<file path="src/rtl/trig_frame_sched_if.sv">
// ---------------------------------------------------------------------------
// trig_frame_sched_if
// Bundles the request/grant and frame signals between the trigger frame
// scheduler and its surroundings (serializer, requesters, control).
//
//   frame_load    serializer frame-boundary strobe (1 cycle in every 4)
//   l1a_in        one-cycle trigger pulse
//   ecr_req/ack   event-counter-reset request (level) / grant (pulse)
//   cal_req/ack   calibration request (level) / grant (pulse)
//   bcr_en        enables the automatic BCR orbit generator
//   ovf_clr       clears the sticky L1A overflow flag
//   frame_data    nibble presented to the serializer parallel input
//   l1a_pending   number of queued L1As
//   l1a_overflow  sticky flag: an L1A was dropped
//
// master: the environment side. slave: the scheduler.
// ---------------------------------------------------------------------------
interface trig_frame_sched_if;
  logic       frame_load;
  logic       l1a_in;
  logic       ecr_req;
  logic       ecr_ack;
  logic       cal_req;
  logic       cal_ack;
  logic       bcr_en;
  logic       ovf_clr;
  logic [3:0] frame_data;
  logic [2:0] l1a_pending;
  logic       l1a_overflow;

  modport master (
    output frame_load, l1a_in, ecr_req, cal_req, bcr_en, ovf_clr,
    input  ecr_ack, cal_ack, frame_data, l1a_pending, l1a_overflow
  );

  modport slave (
    input  frame_load, l1a_in, ecr_req, cal_req, bcr_en, ovf_clr,
    output ecr_ack, cal_ack, frame_data, l1a_pending, l1a_overflow
  );
endinterface

</file>
<file path="src/rtl/trig_frame_sched.sv">
// ---------------------------------------------------------------------------
// trig_frame_sched
// Chooses one 4-bit command frame per serializer frame period. On each
// commit edge (rising clk40 with frame_load=1) the highest-priority pending
// item is loaded into frame_data and held for the whole frame:
//   L1A (queued count > 0) > BCR (orbit wrap pending) > ECR > CAL > idle.
// L1As are queued in a 3-bit saturating counter; a trigger arriving while
// the queue is full and not draining is dropped and flagged.
// An orbit counter raises a single BCR request every BCR_PERIOD cycles.
//
// Ports
//   clk40  40 MHz clock, all state on the rising edge
//   rst    asynchronous, active-high reset
//   bus    trig_frame_sched_if.slave (see interface header)
// ---------------------------------------------------------------------------
module trig_frame_sched #(
  parameter int         BCR_PERIOD = 3564,
  parameter logic [3:0] CODE_L1A   = 4'h9,
  parameter logic [3:0] CODE_BCR   = 4'h5,
  parameter logic [3:0] CODE_ECR   = 4'h3,
  parameter logic [3:0] CODE_CAL   = 4'h6
) (
  input  logic                 clk40,
  input  logic                 rst,
  trig_frame_sched_if.slave    bus
);

  localparam logic [3:0]  CODE_IDLE  = 4'h0;
  localparam logic [11:0] ORBIT_LAST = 12'(BCR_PERIOD - 1);
  localparam logic [2:0]  L1A_FULL   = 3'd7;

  logic [2:0]  r_l1a_cnt;
  logic        r_l1a_ovf;
  logic [11:0] r_orbit;
  logic        r_bcr_pend;
  logic [3:0]  r_frame_p1;
  logic        r_ecr_ack_p1;
  logic        r_cal_ack_p1;

  logic        w_commit;
  logic [3:0]  w_sel_code;
  logic        w_sel_l1a;
  logic        w_sel_bcr;
  logic        w_sel_ecr;
  logic        w_sel_cal;
  logic        w_inc;
  logic        w_dec;
  logic        w_drop;
  logic        w_wrap;

  assign w_commit = bus.frame_load;

  // Priority selection from state registered before the edge; a trigger
  // arriving on the commit edge itself is not yet visible here.
  always_comb begin
    w_sel_code = CODE_IDLE;
    w_sel_l1a  = 1'b0;
    w_sel_bcr  = 1'b0;
    w_sel_ecr  = 1'b0;
    w_sel_cal  = 1'b0;
    if (r_l1a_cnt != 3'd0) begin
      w_sel_code = CODE_L1A;
      w_sel_l1a  = 1'b1;
    end else if (r_bcr_pend) begin
      w_sel_code = CODE_BCR;
      w_sel_bcr  = 1'b1;
    end else if (bus.ecr_req) begin
      w_sel_code = CODE_ECR;
      w_sel_ecr  = 1'b1;
    end else if (bus.cal_req) begin
      w_sel_code = CODE_CAL;
      w_sel_cal  = 1'b1;
    end
  end

  assign w_inc  = bus.l1a_in;
  assign w_dec  = w_commit & w_sel_l1a;
  // A full queue that drains on the same edge still accepts the trigger.
  assign w_drop = w_inc & ~w_dec & (r_l1a_cnt == L1A_FULL);
  assign w_wrap = bus.bcr_en & (r_orbit == ORBIT_LAST);

  // L1A queue and sticky overflow
  always_ff @(posedge clk40 or posedge rst) begin
    if (rst) begin
      r_l1a_cnt <= 3'd0;
    end else if (w_inc & ~w_dec & (r_l1a_cnt != L1A_FULL)) begin
      r_l1a_cnt <= r_l1a_cnt + 3'd1;
    end else if (w_dec & ~w_inc) begin
      r_l1a_cnt <= r_l1a_cnt - 3'd1;
    end
  end

  // Set has priority over clear so a drop is never lost.
  always_ff @(posedge clk40 or posedge rst) begin
    if (rst) begin
      r_l1a_ovf <= 1'b0;
    end else if (w_drop) begin
      r_l1a_ovf <= 1'b1;
    end else if (bus.ovf_clr) begin
      r_l1a_ovf <= 1'b0;
    end
  end

  // Orbit generator; a wrap while BCR is already pending is absorbed.
  always_ff @(posedge clk40 or posedge rst) begin
    if (rst) begin
      r_orbit <= 12'd0;
    end else if (!bus.bcr_en || w_wrap) begin
      r_orbit <= 12'd0;
    end else begin
      r_orbit <= r_orbit + 12'd1;
    end
  end

  // Wrap beats the serving commit on the same edge, leaving one BCR pending.
  always_ff @(posedge clk40 or posedge rst) begin
    if (rst) begin
      r_bcr_pend <= 1'b0;
    end else if (!bus.bcr_en) begin
      r_bcr_pend <= 1'b0;
    end else if (w_wrap) begin
      r_bcr_pend <= 1'b1;
    end else if (w_commit & w_sel_bcr) begin
      r_bcr_pend <= 1'b0;
    end
  end

  // ---- stage p1: committed frame and grant pulses ----
  always_ff @(posedge clk40 or posedge rst) begin
    if (rst) begin
      r_frame_p1   <= CODE_IDLE;
      r_ecr_ack_p1 <= 1'b0;
      r_cal_ack_p1 <= 1'b0;
    end else begin
      if (w_commit) begin
        r_frame_p1 <= w_sel_code;
      end
      r_ecr_ack_p1 <= w_commit & w_sel_ecr;
      r_cal_ack_p1 <= w_commit & w_sel_cal;
    end
  end

  assign bus.frame_data   = r_frame_p1;
  assign bus.ecr_ack      = r_ecr_ack_p1;
  assign bus.cal_ack      = r_cal_ack_p1;
  assign bus.l1a_pending  = r_l1a_cnt;
  assign bus.l1a_overflow = r_l1a_ovf;

endmodule

</file>
<file path="src/flat_wrapper.sv">
// flat-port wrapper written by rule: the top's interface ports become plain ports
module trig_frame_sched_flat 
#(
  parameter int         BCR_PERIOD = 3564,
  parameter logic [3:0] CODE_L1A   = 4'h9,
  parameter logic [3:0] CODE_BCR   = 4'h5,
  parameter logic [3:0] CODE_ECR   = 4'h3,
  parameter logic [3:0] CODE_CAL   = 4'h6
)
  (clk40, rst, bus_frame_load, bus_l1a_in, bus_ecr_req, bus_cal_req, bus_bcr_en, bus_ovf_clr, bus_ecr_ack, bus_cal_ack, bus_frame_data, bus_l1a_pending, bus_l1a_overflow);
  trig_frame_sched_if bus_i ();
  input  logic clk40;
  input  logic rst;
  input wire logic [$bits(bus_i.frame_load)-1:0] bus_frame_load;
  input wire logic [$bits(bus_i.l1a_in)-1:0] bus_l1a_in;
  input wire logic [$bits(bus_i.ecr_req)-1:0] bus_ecr_req;
  input wire logic [$bits(bus_i.cal_req)-1:0] bus_cal_req;
  input wire logic [$bits(bus_i.bcr_en)-1:0] bus_bcr_en;
  input wire logic [$bits(bus_i.ovf_clr)-1:0] bus_ovf_clr;
  output wire logic [$bits(bus_i.ecr_ack)-1:0] bus_ecr_ack;
  output wire logic [$bits(bus_i.cal_ack)-1:0] bus_cal_ack;
  output wire logic [$bits(bus_i.frame_data)-1:0] bus_frame_data;
  output wire logic [$bits(bus_i.l1a_pending)-1:0] bus_l1a_pending;
  output wire logic [$bits(bus_i.l1a_overflow)-1:0] bus_l1a_overflow;
  assign bus_i.frame_load = bus_frame_load;
  assign bus_i.l1a_in = bus_l1a_in;
  assign bus_i.ecr_req = bus_ecr_req;
  assign bus_i.cal_req = bus_cal_req;
  assign bus_i.bcr_en = bus_bcr_en;
  assign bus_i.ovf_clr = bus_ovf_clr;
  assign bus_ecr_ack = bus_i.ecr_ack;
  assign bus_cal_ack = bus_i.cal_ack;
  assign bus_frame_data = bus_i.frame_data;
  assign bus_l1a_pending = bus_i.l1a_pending;
  assign bus_l1a_overflow = bus_i.l1a_overflow;
  trig_frame_sched #(.BCR_PERIOD(BCR_PERIOD), .CODE_L1A(CODE_L1A), .CODE_BCR(CODE_BCR), .CODE_ECR(CODE_ECR), .CODE_CAL(CODE_CAL)) u_core (.clk40(clk40), .rst(rst), .bus(bus_i));
endmodule
</file>
<file path="config.mk">
export PLATFORM = sky130hd
export DESIGN_NAME = trig_frame_sched_flat
export DESIGN_NICKNAME = d
export VERILOG_FILES = /design/src/rtl/trig_frame_sched_if.sv /design/src/rtl/trig_frame_sched.sv /design/src/flat_wrapper.sv
export SDC_FILE = /design/constraint.sdc
export NUM_CORES = 1
export LEC_CHECK = 0
export ABC_CLOCK_PERIOD_IN_PS = 3260
export BUFFER_PORTS_ARGS = -buffer_cell sky130_fd_sc_hd__buf_2
export CORE_MARGIN = 2
export CORE_UTILIZATION = 49
export DETAILED_ROUTE_END_ITERATION = 7
export PLACE_DENSITY = 0.7
export SYNTH_ARGS = -nofsm -noshare
export SYNTH_HDL_FRONTEND = slang
export SYNTH_SLANG_ARGS = --single-unit
</file>
<file path="constraint.sdc">
create_clock -name clk40 -period 3.26 [get_ports clk40]
set_input_delay 0 -clock clk40 [delete_from_list [all_inputs] [get_ports clk40]]
set_output_delay 0 -clock clk40 [all_outputs]
set_load 0.03 [all_outputs]
</file>
==> impl_metrics.sql <==
INSERT INTO impl_metrics (metric_group, metric, value, unit) VALUES
('synthesis', 'synth.ff_latch_count', '23', ''),
('run', 'drv_cap', '0', ''),
('critical_path', 'critical_path.cell_chain', 'o21ai_0, a21oi_1, nand2b_1, fa_1, o21bai_1, o221a_2, a221o_1', ''),
('detailed_routing', 'ratio_of_routed_vias_to_standard_cells', '5.86', ''),
('synthesis', 'yosysMostFrequentCell', 'sky130_fd_sc_hd__dfrtp_1', ''),
('sta', 'finClkSkew', '0.00784', 'ns'),
('synthesis', 'synth_seq_area_share', '45.1', '%'),
('clock_network', 'cts_tree', 'yes', ''),
('power_and_ir_drop', 'vdd_ir_drop_max', '0.403', 'mV'),
('power_and_ir_drop', 'pwr_density_cell', '588', 'nW/µm²'),
('final_layout', 'layout-drive-gt1-share', '17.5', '%'),
('clock_network', 'cts.sinks', '23', ''),
('critical_path', 'timing.critical_path.fanout_max', '15', ''),
('clock_network', 'cts_hold_repair.buffers', '6', ''),
('sta', 'max_slew.worst_pin.slew', '0.838', 'ns'),
('clock_network', 'clock-root-buffer', 'sky130_fd_sc_hd__clkbuf_4', ''),
('clock_network', 'clk_path_buf_depth', '2', ''),
('placement', 'dp_hpwl', '1710', 'µm'),
('floorplan', 'initial_core_util', '51.5', '%'),
('min_path', 'min-delay-path-class', 'input port to flip-flop', ''),
('detailed_routing', 'drt_iter0_markers', '24', ''),
('final_layout', 'finalCoreUtilization', '59.0', '%'),
('floorplan', 'dieArea', '3030', 'µm²'),
('sta', 'final_min_period_over_clock_period', '68.2', '%'),
('synthesis', 'synthTopCellsByArea', 'sky130_fd_sc_hd__dfrtp_1 (45%), sky130_fd_sc_hd__a21oi_1 (3.5%), sky130_fd_sc_hd__o21ai_0 (3.1%)', ''),
('clock_network', 'clk_pin_slew_worst_paths', '0.13', 'ns'),
('synthesis', 'synth_edf_count', '0', ''),
('floorplan', 'top_level_ports', '18', ''),
('clock_network', 'cts.htree.levels', '1', ''),
('power_and_ir_drop', 'leakagePower', '0.627', 'nW'),
('detailed_routing', 'postRouteAntennaNets', '0', ''),
('global_route', 'grt_util_overall', '19.6', '%'),
('sta', 'timing.final.hold_violations', '0', ''),
('sta', 'slew_headroom', '44.1', '%'),
('synthesis', 'synth_common_cells', 'sky130_fd_sc_hd__dfrtp_1 (23), sky130_fd_sc_hd__nand2_1 (10), sky130_fd_sc_hd__a21oi_1 (9), sky130_fd_sc_hd__nor2_1 (9), sky130_fd_sc_hd__o21ai_0 (8)', ''),
('sta', 'worst_hold_slack', '0.0381', 'ns'),
('floorplan', 'placement_rows', '18', ''),
('final_layout', 'nets', '165', ''),
('sta', 'setup-tns-final', '0', 'ns'),
('critical_path', 'arrival', '2.44', 'ns'),
('detailed_routing', 'route.final.wire_length', '2460', 'µm'),
('synthesis', 'yosysUniqueCellTypes', '42', ''),
('floorplan', 'floorplan.die.height', '55.0', 'µm'),
('floorplan', 'core_area', '2480', 'µm²'),
('floorplan', 'dieWidth', '55.0', 'µm'),
('clock_network', 'clock_latency', '0.31', 'ns'),
('critical_path', 'setup.worst_path.end_class', 'flip-flop', ''),
('synthesis', 'syn-cell-area', '1280', 'µm²'),
('clock_network', 'number_of_buffers_created_by_cts', '3', ''),
('critical_path', 'maximum_single_stage_delay_on_the_critical_path', '0.56', 'ns'),
('clock_network', 'cts_post_setup_buffers_inserted', '0', ''),
('placement', 'portBuffers', '17', ''),
('global_route', 'first_pass_grt_wire_length', '4210', 'µm'),
('synthesis', 'async_set_or_reset_register_ratio_after_synthesis', '100', '%'),
('final_layout', 'antenna-diode-count', '0', ''),
('critical_path', 'cp_slowest_cell', 'sky130_fd_sc_hd__dfrtp_1', ''),
('critical_path', 'setup.reg_to_reg.worst_slack', '1.04', 'ns'),
('critical_path', 'critPathRequiredTime', '3.47', 'ns'),
('global_route', 'number_of_antenna_violations_at_the_first_check_in_global_routing', '0', ''),
('sta', 'finalSetupViolCount', '0', ''),
('sta', 'period_needed', '2.22', 'ns'),
('sta', 'maxSlewViolCount', '0', ''),
('sta', 'grt_setup_unrepaired', 'no', ''),
('outcome', 'outcome', 'finished clean', ''),
('global_route', 'grt_max_degree', '24', ''),
('global_route', 'grt_overflow', '0', ''),
('global_route', 'first_global_vias', '956', ''),
('clock_network', 'cts_resized', '0', ''),
('synthesis', 'postSynthCellCount', '133', ''),
('synthesis', 'dominantRegCellSynth', 'sky130_fd_sc_hd__dfrtp_1', ''),
('critical_path', 'worstSetupPathType', 'flip-flop to flip-flop', '');
==> worst max-delay path, delay by kind of cell (launching register included) <==
| family | cells | cell delay (ns) |
|---|---|---|
| AOI/OAI and AO/OA | 5 | 0.94 |
| adders and majority gates | 1 | 0.47 |
| and+or+nand+nor | 1 | 0.16 |
| DFF | 1 | 0.56 |
==> registers in the layout, indices dropped and copies added, names as in the netlist <==
register / count
u_core.r_orbit: 12
u_core.bus.frame_data: 4
u_core.bus.l1a_pending: 3
u_core.bus.cal_ack: 1
u_core.bus.ecr_ack: 1
u_core.bus.l1a_overflow: 1
u_core.r_bcr_pend: 1
==> report_power, final <==
part / internal [mW] / total [mW] / switching (mW)
logic: 0.150 / 0.330 / 0.180
clock network: 0.0478 / 0.135 / 0.0870
registers: 0.319 / 0.394 / 0.0750
==> per-layer routing <==
| layer | routed length [µm] | GRT usage (%) | vias up |
|---|---|---|---|
| li1 | - | - | 533 |
| met1 | 1210 | 28.4 | 516 |
| met2 | 1150 | 29.0 | 26 |
| met3 | 75 | 3.23 | 4 |
| met4 | 21 | 8.13 | 0 |
| met5 | 0 | 0 | - |
==> per-stage QoR <==
stage | instances | total power, mW | area (µm²) | worst slack [ns]
after CTS | 184 | 0.862 | 1460 | 1.06
after detailed placement | 174 | 0.724 | 1380 | 1.07
after global placement | 174 | 0.713 | 1380 | 1.14
after floorplan | 133 | 0.651 | 1280 | 0.949
final | 184 | 0.859 | 1460 | 1.04
after global routing | 184 | 0.931 | 1460 | 0.884
==> final timing paths <==
check / start / end / cells past startpoint
max in group asynchronous: rst / u_core.r_orbit[9]$_DFF_PP0_ / 3
min in group asynchronous: rst / u_core.r_orbit[0]$_DFF_PP0_ / 3
max reg2reg: u_core.bus.l1a_pending[0]$_DFFE_PP0P_ / u_core.bus.l1a_pending[1]$_DFFE_PP0P_ / 7
max: u_core.bus.l1a_pending[0]$_DFFE_PP0P_ / u_core.bus.l1a_pending[1]$_DFFE_PP0P_ / 7
min: bus_l1a_in / u_core.bus.l1a_overflow$_DFFE_PP0P_ / 3
min reg2reg: u_core.r_orbit[0]$_DFF_PP0_ / u_core.r_orbit[0]$_DFF_PP0_ / 1
==> cell type report <==
cell class	instances	area (µm²)
sequential	23	576
inverter	6	22.5
multi-input combinational	98	656
tap	30	37.5
timing repair buffer	23	145
clock buffer	4	26.3
fill	220	1010
==> logic make-up after synthesis <==
logic type | Yosys count | synth area share, %
flops | 23 | 45.1
xor+xnor | 3 | 2.06
buf+inv | 12 | 3.53
fa+ha+maj | 2 | 2.55
simple gates | 56 | 26.0
compound gates | 36 | 19.9
mux | 1 | 0.882
==> cells in the final DEF (no fill, tap or decap), types with 2 or more instances in the layout <==
master,count
sky130_fd_sc_hd__xnor2_1,2
sky130_fd_sc_hd__nor2_1,9
sky130_fd_sc_hd__a221o_1,2
sky130_fd_sc_hd__nand4_1,4
sky130_fd_sc_hd__nand2b_1,4
sky130_fd_sc_hd__or3_1,3
sky130_fd_sc_hd__o21ai_0,8
sky130_fd_sc_hd__nor3_1,2
sky130_fd_sc_hd__nand2_1,10
sky130_fd_sc_hd__nand3_1,4
sky130_fd_sc_hd__o22ai_1,3
sky130_fd_sc_hd__nor2b_1,2
sky130_fd_sc_hd__and2_1,2
sky130_fd_sc_hd__a21oi_1,9
sky130_fd_sc_hd__and3_1,2
sky130_fd_sc_hd__dfrtp_1,23
sky130_fd_sc_hd__nor3b_1,2
sky130_fd_sc_hd__inv_1,6
sky130_fd_sc_hd__or4_1,4
sky130_fd_sc_hd__dlygate4sd3_1,6
sky130_fd_sc_hd__o31ai_1,3
sky130_fd_sc_hd__clkbuf_4,3
sky130_fd_sc_hd__o21bai_1,3
sky130_fd_sc_hd__buf_2,17
No activity file was read; power rests on OpenSTA's default activity.
